<file path="src/rtl/hilo_div.sv">
// HI/LO register owner plus a 32-step restoring divider for DIV/DIVU.
// The divider only reports {remainder, quotient}; HI/LO change solely through the writeback port.
module hilo_div #(
    parameter int DATA_W = 32
) (
    input  logic                clk,
    input  logic                rst,
    input  logic                wb_hilo_en,
    input  logic [DATA_W-1:0]   wb_hi,
    input  logic [DATA_W-1:0]   wb_lo,
    output logic [DATA_W-1:0]   hi_o,
    output logic [DATA_W-1:0]   lo_o,
    input  logic                div_start,
    input  logic                div_signed,
    input  logic [DATA_W-1:0]   div_opdata1,
    input  logic [DATA_W-1:0]   div_opdata2,
    input  logic                div_annul,
    output logic [2*DATA_W-1:0] div_result,
    output logic                div_ready,
    output logic                stall_req
);

    localparam int CNT_W = $clog2(DATA_W);
    localparam logic [CNT_W-1:0] LAST_STEP = CNT_W'(DATA_W - 1);

    typedef enum logic [1:0] {
        S_IDLE   = 2'd0,
        S_BYZERO = 2'd1,
        S_ON     = 2'd2,
        S_END    = 2'd3
    } div_state_t;

    div_state_t        state, state_d;
    logic [CNT_W-1:0]  cnt, cnt_d;
    logic [DATA_W-1:0] dvd, dvd_d;        // dividend magnitude, consumed MSB first
    logic [DATA_W-1:0] dvs, dvs_d;        // divisor magnitude
    logic [DATA_W-1:0] part_rem, part_rem_d;
    logic [DATA_W-1:0] quo, quo_d;
    logic              neg_q, neg_q_d;
    logic              neg_r, neg_r_d;
    logic [2*DATA_W-1:0] result_d;
    logic              ready_d;

    // HI/LO architectural registers
    always_ff @(posedge clk or posedge rst) begin
        if (rst) begin
            hi_o <= '0;
            lo_o <= '0;
        end else if (wb_hilo_en) begin
            hi_o <= wb_hi;
            lo_o <= wb_lo;
        end
    end

    // Operand magnitudes and sign bookkeeping at capture
    logic              op1_neg, op2_neg;
    logic [DATA_W-1:0] op1_mag, op2_mag;

    always_comb begin
        op1_neg = div_signed & div_opdata1[DATA_W-1];
        op2_neg = div_signed & div_opdata2[DATA_W-1];
        op1_mag = op1_neg ? ('0 - div_opdata1) : div_opdata1;
        op2_mag = op2_neg ? ('0 - div_opdata2) : div_opdata2;
    end

    // One restoring step: the shifted remainder is one bit wider than the divisor.
    logic [DATA_W:0]   rem_shift;
    logic [DATA_W-1:0] rem_diff;
    logic              step_ok;
    logic [DATA_W-1:0] rem_next;
    logic [DATA_W-1:0] quo_next;
    logic [DATA_W-1:0] q_final;
    logic [DATA_W-1:0] r_final;

    always_comb begin
        rem_shift = {part_rem, dvd[DATA_W-1]};
        step_ok   = (rem_shift >= {1'b0, dvs});
        rem_diff  = rem_shift[DATA_W-1:0] - dvs;
        rem_next  = step_ok ? rem_diff : rem_shift[DATA_W-1:0];
        quo_next  = {quo[DATA_W-2:0], step_ok};
        q_final   = neg_q ? ('0 - quo_next) : quo_next;
        r_final   = neg_r ? ('0 - rem_next) : rem_next;
    end

    // Handshake: div_start is held by EX until it sees div_ready; div_ready and
    // div_result stay valid while div_start remains high, and dropping div_start
    // in S_END returns to S_IDLE with both cleared on the next edge.
    always_comb begin
        state_d    = state;
        cnt_d      = cnt;
        dvd_d      = dvd;
        dvs_d      = dvs;
        part_rem_d = part_rem;
        quo_d      = quo;
        neg_q_d    = neg_q;
        neg_r_d    = neg_r;
        result_d   = div_result;
        ready_d    = div_ready;

        case (state)
            S_IDLE: begin
                result_d = '0;
                ready_d  = 1'b0;
                if (div_start && !div_annul) begin
                    if (div_opdata2 == '0) begin
                        state_d = S_BYZERO;
                    end else begin
                        state_d    = S_ON;
                        cnt_d      = '0;
                        part_rem_d = '0;
                        quo_d      = '0;
                        dvd_d      = op1_mag;
                        dvs_d      = op2_mag;
                        neg_q_d    = op1_neg ^ op2_neg;
                        neg_r_d    = op1_neg;
                    end
                end
            end
            S_BYZERO: begin
                state_d  = S_END;
                result_d = '0;
                ready_d  = 1'b1;
            end
            S_ON: begin
                if (div_annul || !div_start) begin
                    state_d = S_IDLE;
                end else begin
                    part_rem_d = rem_next;
                    quo_d      = quo_next;
                    dvd_d      = {dvd[DATA_W-2:0], 1'b0};
                    cnt_d      = cnt + 1'b1;
                    // Sign fix-up is folded into the final step so the result is valid on entering S_END
                    if (cnt == LAST_STEP) begin
                        state_d  = S_END;
                        result_d = {r_final, q_final};
                        ready_d  = 1'b1;
                    end
                end
            end
            S_END: begin
                if (!div_start) begin
                    state_d  = S_IDLE;
                    result_d = '0;
                    ready_d  = 1'b0;
                end
            end
            default: begin
                state_d = S_IDLE;
            end
        endcase
    end

    always_ff @(posedge clk or posedge rst) begin
        if (rst) begin
            state      <= S_IDLE;
            cnt        <= '0;
            dvd        <= '0;
            dvs        <= '0;
            part_rem   <= '0;
            quo        <= '0;
            neg_q      <= 1'b0;
            neg_r      <= 1'b0;
            div_result <= '0;
            div_ready  <= 1'b0;
        end else begin
            state      <= state_d;
            cnt        <= cnt_d;
            dvd        <= dvd_d;
            dvs        <= dvs_d;
            part_rem   <= part_rem_d;
            quo        <= quo_d;
            neg_q      <= neg_q_d;
            neg_r      <= neg_r_d;
            div_result <= result_d;
            div_ready  <= ready_d;
        end
    end

    assign stall_req = ~rst & div_start & ~div_annul & (state != S_END);

endmodule

</file>
<file path="config.mk">
export PLATFORM = sky130hd
export DESIGN_NAME = hilo_div
export DESIGN_NICKNAME = d
export VERILOG_FILES = /design/src/rtl/hilo_div.sv
export SDC_FILE = /design/constraint.sdc
export NUM_CORES = 1
export LEC_CHECK = 0
export CAP_MARGIN = 30
export CORE_ASPECT_RATIO = 2
export CORE_MARGIN = 5
export CORE_UTILIZATION = 31
export DETAILED_ROUTE_END_ITERATION = 8
export PLACE_DENSITY = 0.49
export SLEW_MARGIN = 20
export SYNTH_ARGS = -nofsm -noshare
export SYNTH_HDL_FRONTEND = slang
export SYNTH_SLANG_ARGS = --single-unit
</file>
<file path="constraint.sdc">
create_clock -name clk -period 10.62 [get_ports clk]
set_input_delay 2.655 -clock clk [delete_from_list [all_inputs] [get_ports clk]]
set_output_delay 2.655 -clock clk [all_outputs]
set_load 0.1 [all_outputs]
</file>
== Yosys cells after proc, flatten, opt, wreduce, memory -nomap -nowiden ==
Cells that the tools add are included.
Storage, ports and cells
  bits in registers: 265
  logic and storage cells: 84
Operators by class
  equal/unequal tests: 11
  bitwise logic cells: 9
  $add $sub $neg: 6
  magnitude comparators: 1
  reductions and logical operators: 12
  multiplexer cells: 33
Operators with widths (count)
  two-way mux 32 bit: 11
  two-way mux 64 bit: 3
  one-hot mux 64 bit (3 select lines): 1
  one-hot mux 32 bit (2 select lines): 2
  subtractor 1 x 32 -> 32 bit, first input constant: 4
  one-hot mux 31 bit (2 select lines): 1
  >= comparator 33 x 32 -> 1 bit: 1
  zero test 32 bit: 1
  subtractor 32 bit: 1
  two-way mux 31 bit: 1
  two-way mux 5 bit: 3
  inequality test 2 bit, second input constant: 6
  two-way mux 2 bit: 5
  one-hot mux 5 bit (2 select lines): 1
  AND reduction 3 bit: 3
  one-hot mux 2 bit (4 select lines): 1
  adder 5 x 1 -> 5 bit, second input constant: 1
  AND 1 bit: 5
  equality test 5 bit, second input constant: 1
  equality test 2 bit, second input constant: 2
  one-hot mux 1 bit (4 select lines): 1
  AND reduction 4 bit: 1
  two-way mux 1 bit: 3
  inequality test 3 bit, second input constant: 1
  other kinds (9): 12

== Logic depth before layout (Yosys ltp) ==
  depth in word-level cells: 7
  mapped depth: 22
  gate-level depth less buffers: 18

== Least setup slack after synthesis ==
Ideal clock, no wire load.
  path kind: in2out
  start: input port div_annul
  end: output port stall_req
  buffers on the path: 0
  stages on the path: 2
  data arrival time: 4.826 ns
  data required time: 7.965 ns
  path slack: 3.139 ns
  cells stage by stage: nand2b_1 -> nor3_1
On the way
  word-level cells in the longest chain between the ends: 3
RTL lines
  from (decl): line 17  | input logic div_annul,
  inverter 1 bit: line 179  | assign stall_req = ~rst & div_start & ~div_annul & (state != S_END);
  AND 1 bit (2 in series): line 179
  to (decl): line 20  | output logic stall_req
Every way passes these cells.

== Final worst setup path ==
  start: input port div_start
  end: output port stall_req
On the way
  word-level cells in the longest chain between the ends: 3
RTL lines
  from (decl): line 13  | input logic div_start,
  AND 1 bit (3 in series): line 179
Every way passes these cells.

==> metrics <==
status=finished clean; fin cells=2643; DR vias=13490; PD cells=218.2 nW/µm²; WL final=48170 µm; sequential element share of the synthesized area=42.46%; Area Overhead vs Synth=29.92%; Worst slew margin=31.23%; CTS tree=yes; M1 GR Usage=18.95%; # clock sinks=265; Die W=168.7 µm; largest net degree at the start of global routing=81; syn_nets=1924; final worst-path cycle share=68.62%; CP endpoint kind=primary output; number of global-route vias before repair=13840; Critical Path AT=4.63 ns; Multi-input gate area=8383 µm²; iteration-0 DRC count of the detailed router=643; nets@finish=2153; Yosys reg bits=265; hpwl dp=37110 µm; WL per Instance=18.23 µm; Synth cell types=73; Setup Crit Path Kind=in2out; Comb pwr share=47.9%; core area=49930 µm²; critical hold path startpoint=div_ready$_DFFE_PP0P_; Peak VDD IR=0.1134 mV; antenna violations before repair=0; sequential power share=29.4%; final hold slack=0.4761 ns; port bufs=263; Ys Warns=0; layout cell share with drive strength beyond 1=8.576%; register clock-pin slew on the reported worst setup and hold paths=0.06 ns; placed insts=2594; Setup TNS=0 ns; register area=6631 µm²; Power Internal=0.002478 W; setup violators final=0; Post-CTS Hold Buffers=0; Psw=0.001948 W; Placed Instance Area=19340 µm²; hold path cells=2; syn_area_per_cell=8.940 µm²; worst skew pair latency=0.56 ns; Worst Skew=0.02703 ns; Num CTS Buffers=28; Slew Limit Fails=0; Hold Violations, Final=0; Total GRT Usage=16.89%; Worst R2R End=div_result[56]$_DFFE_PP0P_; Least-Margin Pin Slew=1.028 ns; Worst Path Required=7.97 ns; busiest grt layer=met2; Tot Pwr=0.004427 W; r2r setup slk=4.47 ns; DR pass1 iterations=5; Die Y-Extent=327.4 µm; crit-path max FO=5; commonest non-fill, non-tap cell in the layout=dfrtp_1; Hold Path End=div_ready$_DFFE_PP0P_; Synth Flop Type=dfrtp_1; Post-synth EDFFs=0; Clock power frac=22.6%; Mapped Cells=1747; post-CTS setup buffer count=0; fillers=5048; remaining antenna violation count after routing=0; DIE AREA=55240 µm²; met2 Use GR=31.68%; routability cong.=0.8856; CTS resizes=0; row count=116; GR Util met3=2.161%; Async SR Flop Fraction=100.0%; total gr overflow=0; drt via density=5.104; Initial Util=31.28%; Setup crit start kind=input pin; post-synthesis cell area=15620 µm²; clk buf depth=3; root buffer cell=clkbuf_16; most frequent cells in the layout=dfrtp_1 (265), clkdlybuf4s50_1 (262), nand2_1 (232), o21ai_0 (188), a21oi_1 (138); DRC=0; unrepaired setup endpoints after global routing=false; Fmax=0.1372 GHz; Final Critical Period=7.288 ns; post-route cell area=20290 µm²; worst r2r src=part_rem[2]$_DFFE_PP0P_; Net Sw Frac=44.01%; first-pass GRT wire length=76020 µm; # diodes=0; H-tree Lvls=1; Pleak=8.565 nW; I/O pin total=264; Max Cap Violations=0; cell count of the worst reg-to-reg path=17; Tightest Hold Check Type=reg2reg
[power groups by stage]
stage                     Combinational (W)  Clock, W  Sequential [W]
after detailed placement            0.00214         0         0.00132
final                               0.00212   0.00100         0.00130
after CTS                           0.00215   0.00105         0.00131
after global placement              0.00199         0         0.00132
after floorplan                    0.000981         0         0.00177
after global routing                0.00231   0.00108         0.00133
[final cells by class]
class                           instances  area share (%)
Tap cell                              649           4.002
Sequential cell                       265           32.68
Timing Repair Buffer                  301           16.31
Inverter                               60           1.147
Clock inverter                          8          0.4686
Clock buffer                           40           4.076
Multi-Input combinational cell       1320           41.31
[kinds of logic after synthesis]
| family | share of synthesized area (%) |
|---|---|
| muxes | 6.225 |
| xor gates and xnor gates | 7.907 |
| DFF | 42.46 |
| buffers and inverters | 3.974 |
| AOI/OAI and AO/OA | 20.04 |
| and+or+nand+nor | 15.90 |
| adders and majority gates | 3.493 |
[how the worst max path moves through the flow]
| stage | start | to | cells after the start | slack, ns |
|---|---|---|---|---|
| after floorplan | rst | cnt[0]$_DFFE_PP0P_ | 1 | 0.67 |
| after global placement | div_start | stall_req | 4 | 3.32 |
| after detailed placement | div_start | stall_req | 4 | 3.32 |
| after CTS | div_start | stall_req | 4 | 3.31 |
| after global routing | div_start | stall_req | 4 | 3.27 |
| final | div_start | stall_req | 4 | 3.33 |
[flip-flops by register name, indices dropped and copies added, names as in the netlist]
| name | cells |
|---|---|
| dvd | 32 |
| cnt | 5 |
| dvs | 32 |
| lo_o | 32 |
| neg_q | 1 |
| div_result | 64 |
| part_rem | 32 |
| div_ready | 1 |
| state | 2 |
| quo | 31 |
| hi_o | 32 |
| neg_r | 1 |
[worst max-delay path: stages]
cell and delay, ns:
clkdlybuf4s50_1 0.57, nand2b_1 0.10, nor3_1 0.15, clkdlybuf4s50_1 1.16
[layer usage]
layer / wire [µm] / share of wire (%) / vias up
met5: 0 / 0 / -
met4: 2017 / 4.2 / 0
met3: 2146 / 4.5 / 88
met2: 25310 / 53 / 369
met1: 18700 / 39 / 6384
li1: - / - / 6649
[synthesized netlist by cell type, types with 16 or more instances]
master    number  area share (%)
dfrtp_1      265              42
o31ai_1       35             1.7
a21oi_1      138             4.4
mux2_2        65             4.7
or3_1         20            0.80
o21ai_0      188             6.0
a22o_1        33             1.9
xnor2_1       65             3.6
clkbuf_1      79             1.9
nor2_1       121             2.9
mux2i_1       24             1.5
xor2_1        76             4.3
nand2_1      234             5.6
nor4_1        16            0.64
ha_1          42             3.4
nor3_1        35             1.1
nand3_1       25            0.80
inv_1         60             1.4
[metrics by stage]
stage          setup slack [ns]  utilization (%)
4_1_cts                   3.314            40.58
2_1_floorplan            0.6681                -
6_report                  3.332            40.64
5_1_grt                   3.268            40.64
3_3_place_gp              3.319            37.70
3_5_place_dp              3.316            38.73
(Power assumes the default switching activity.)
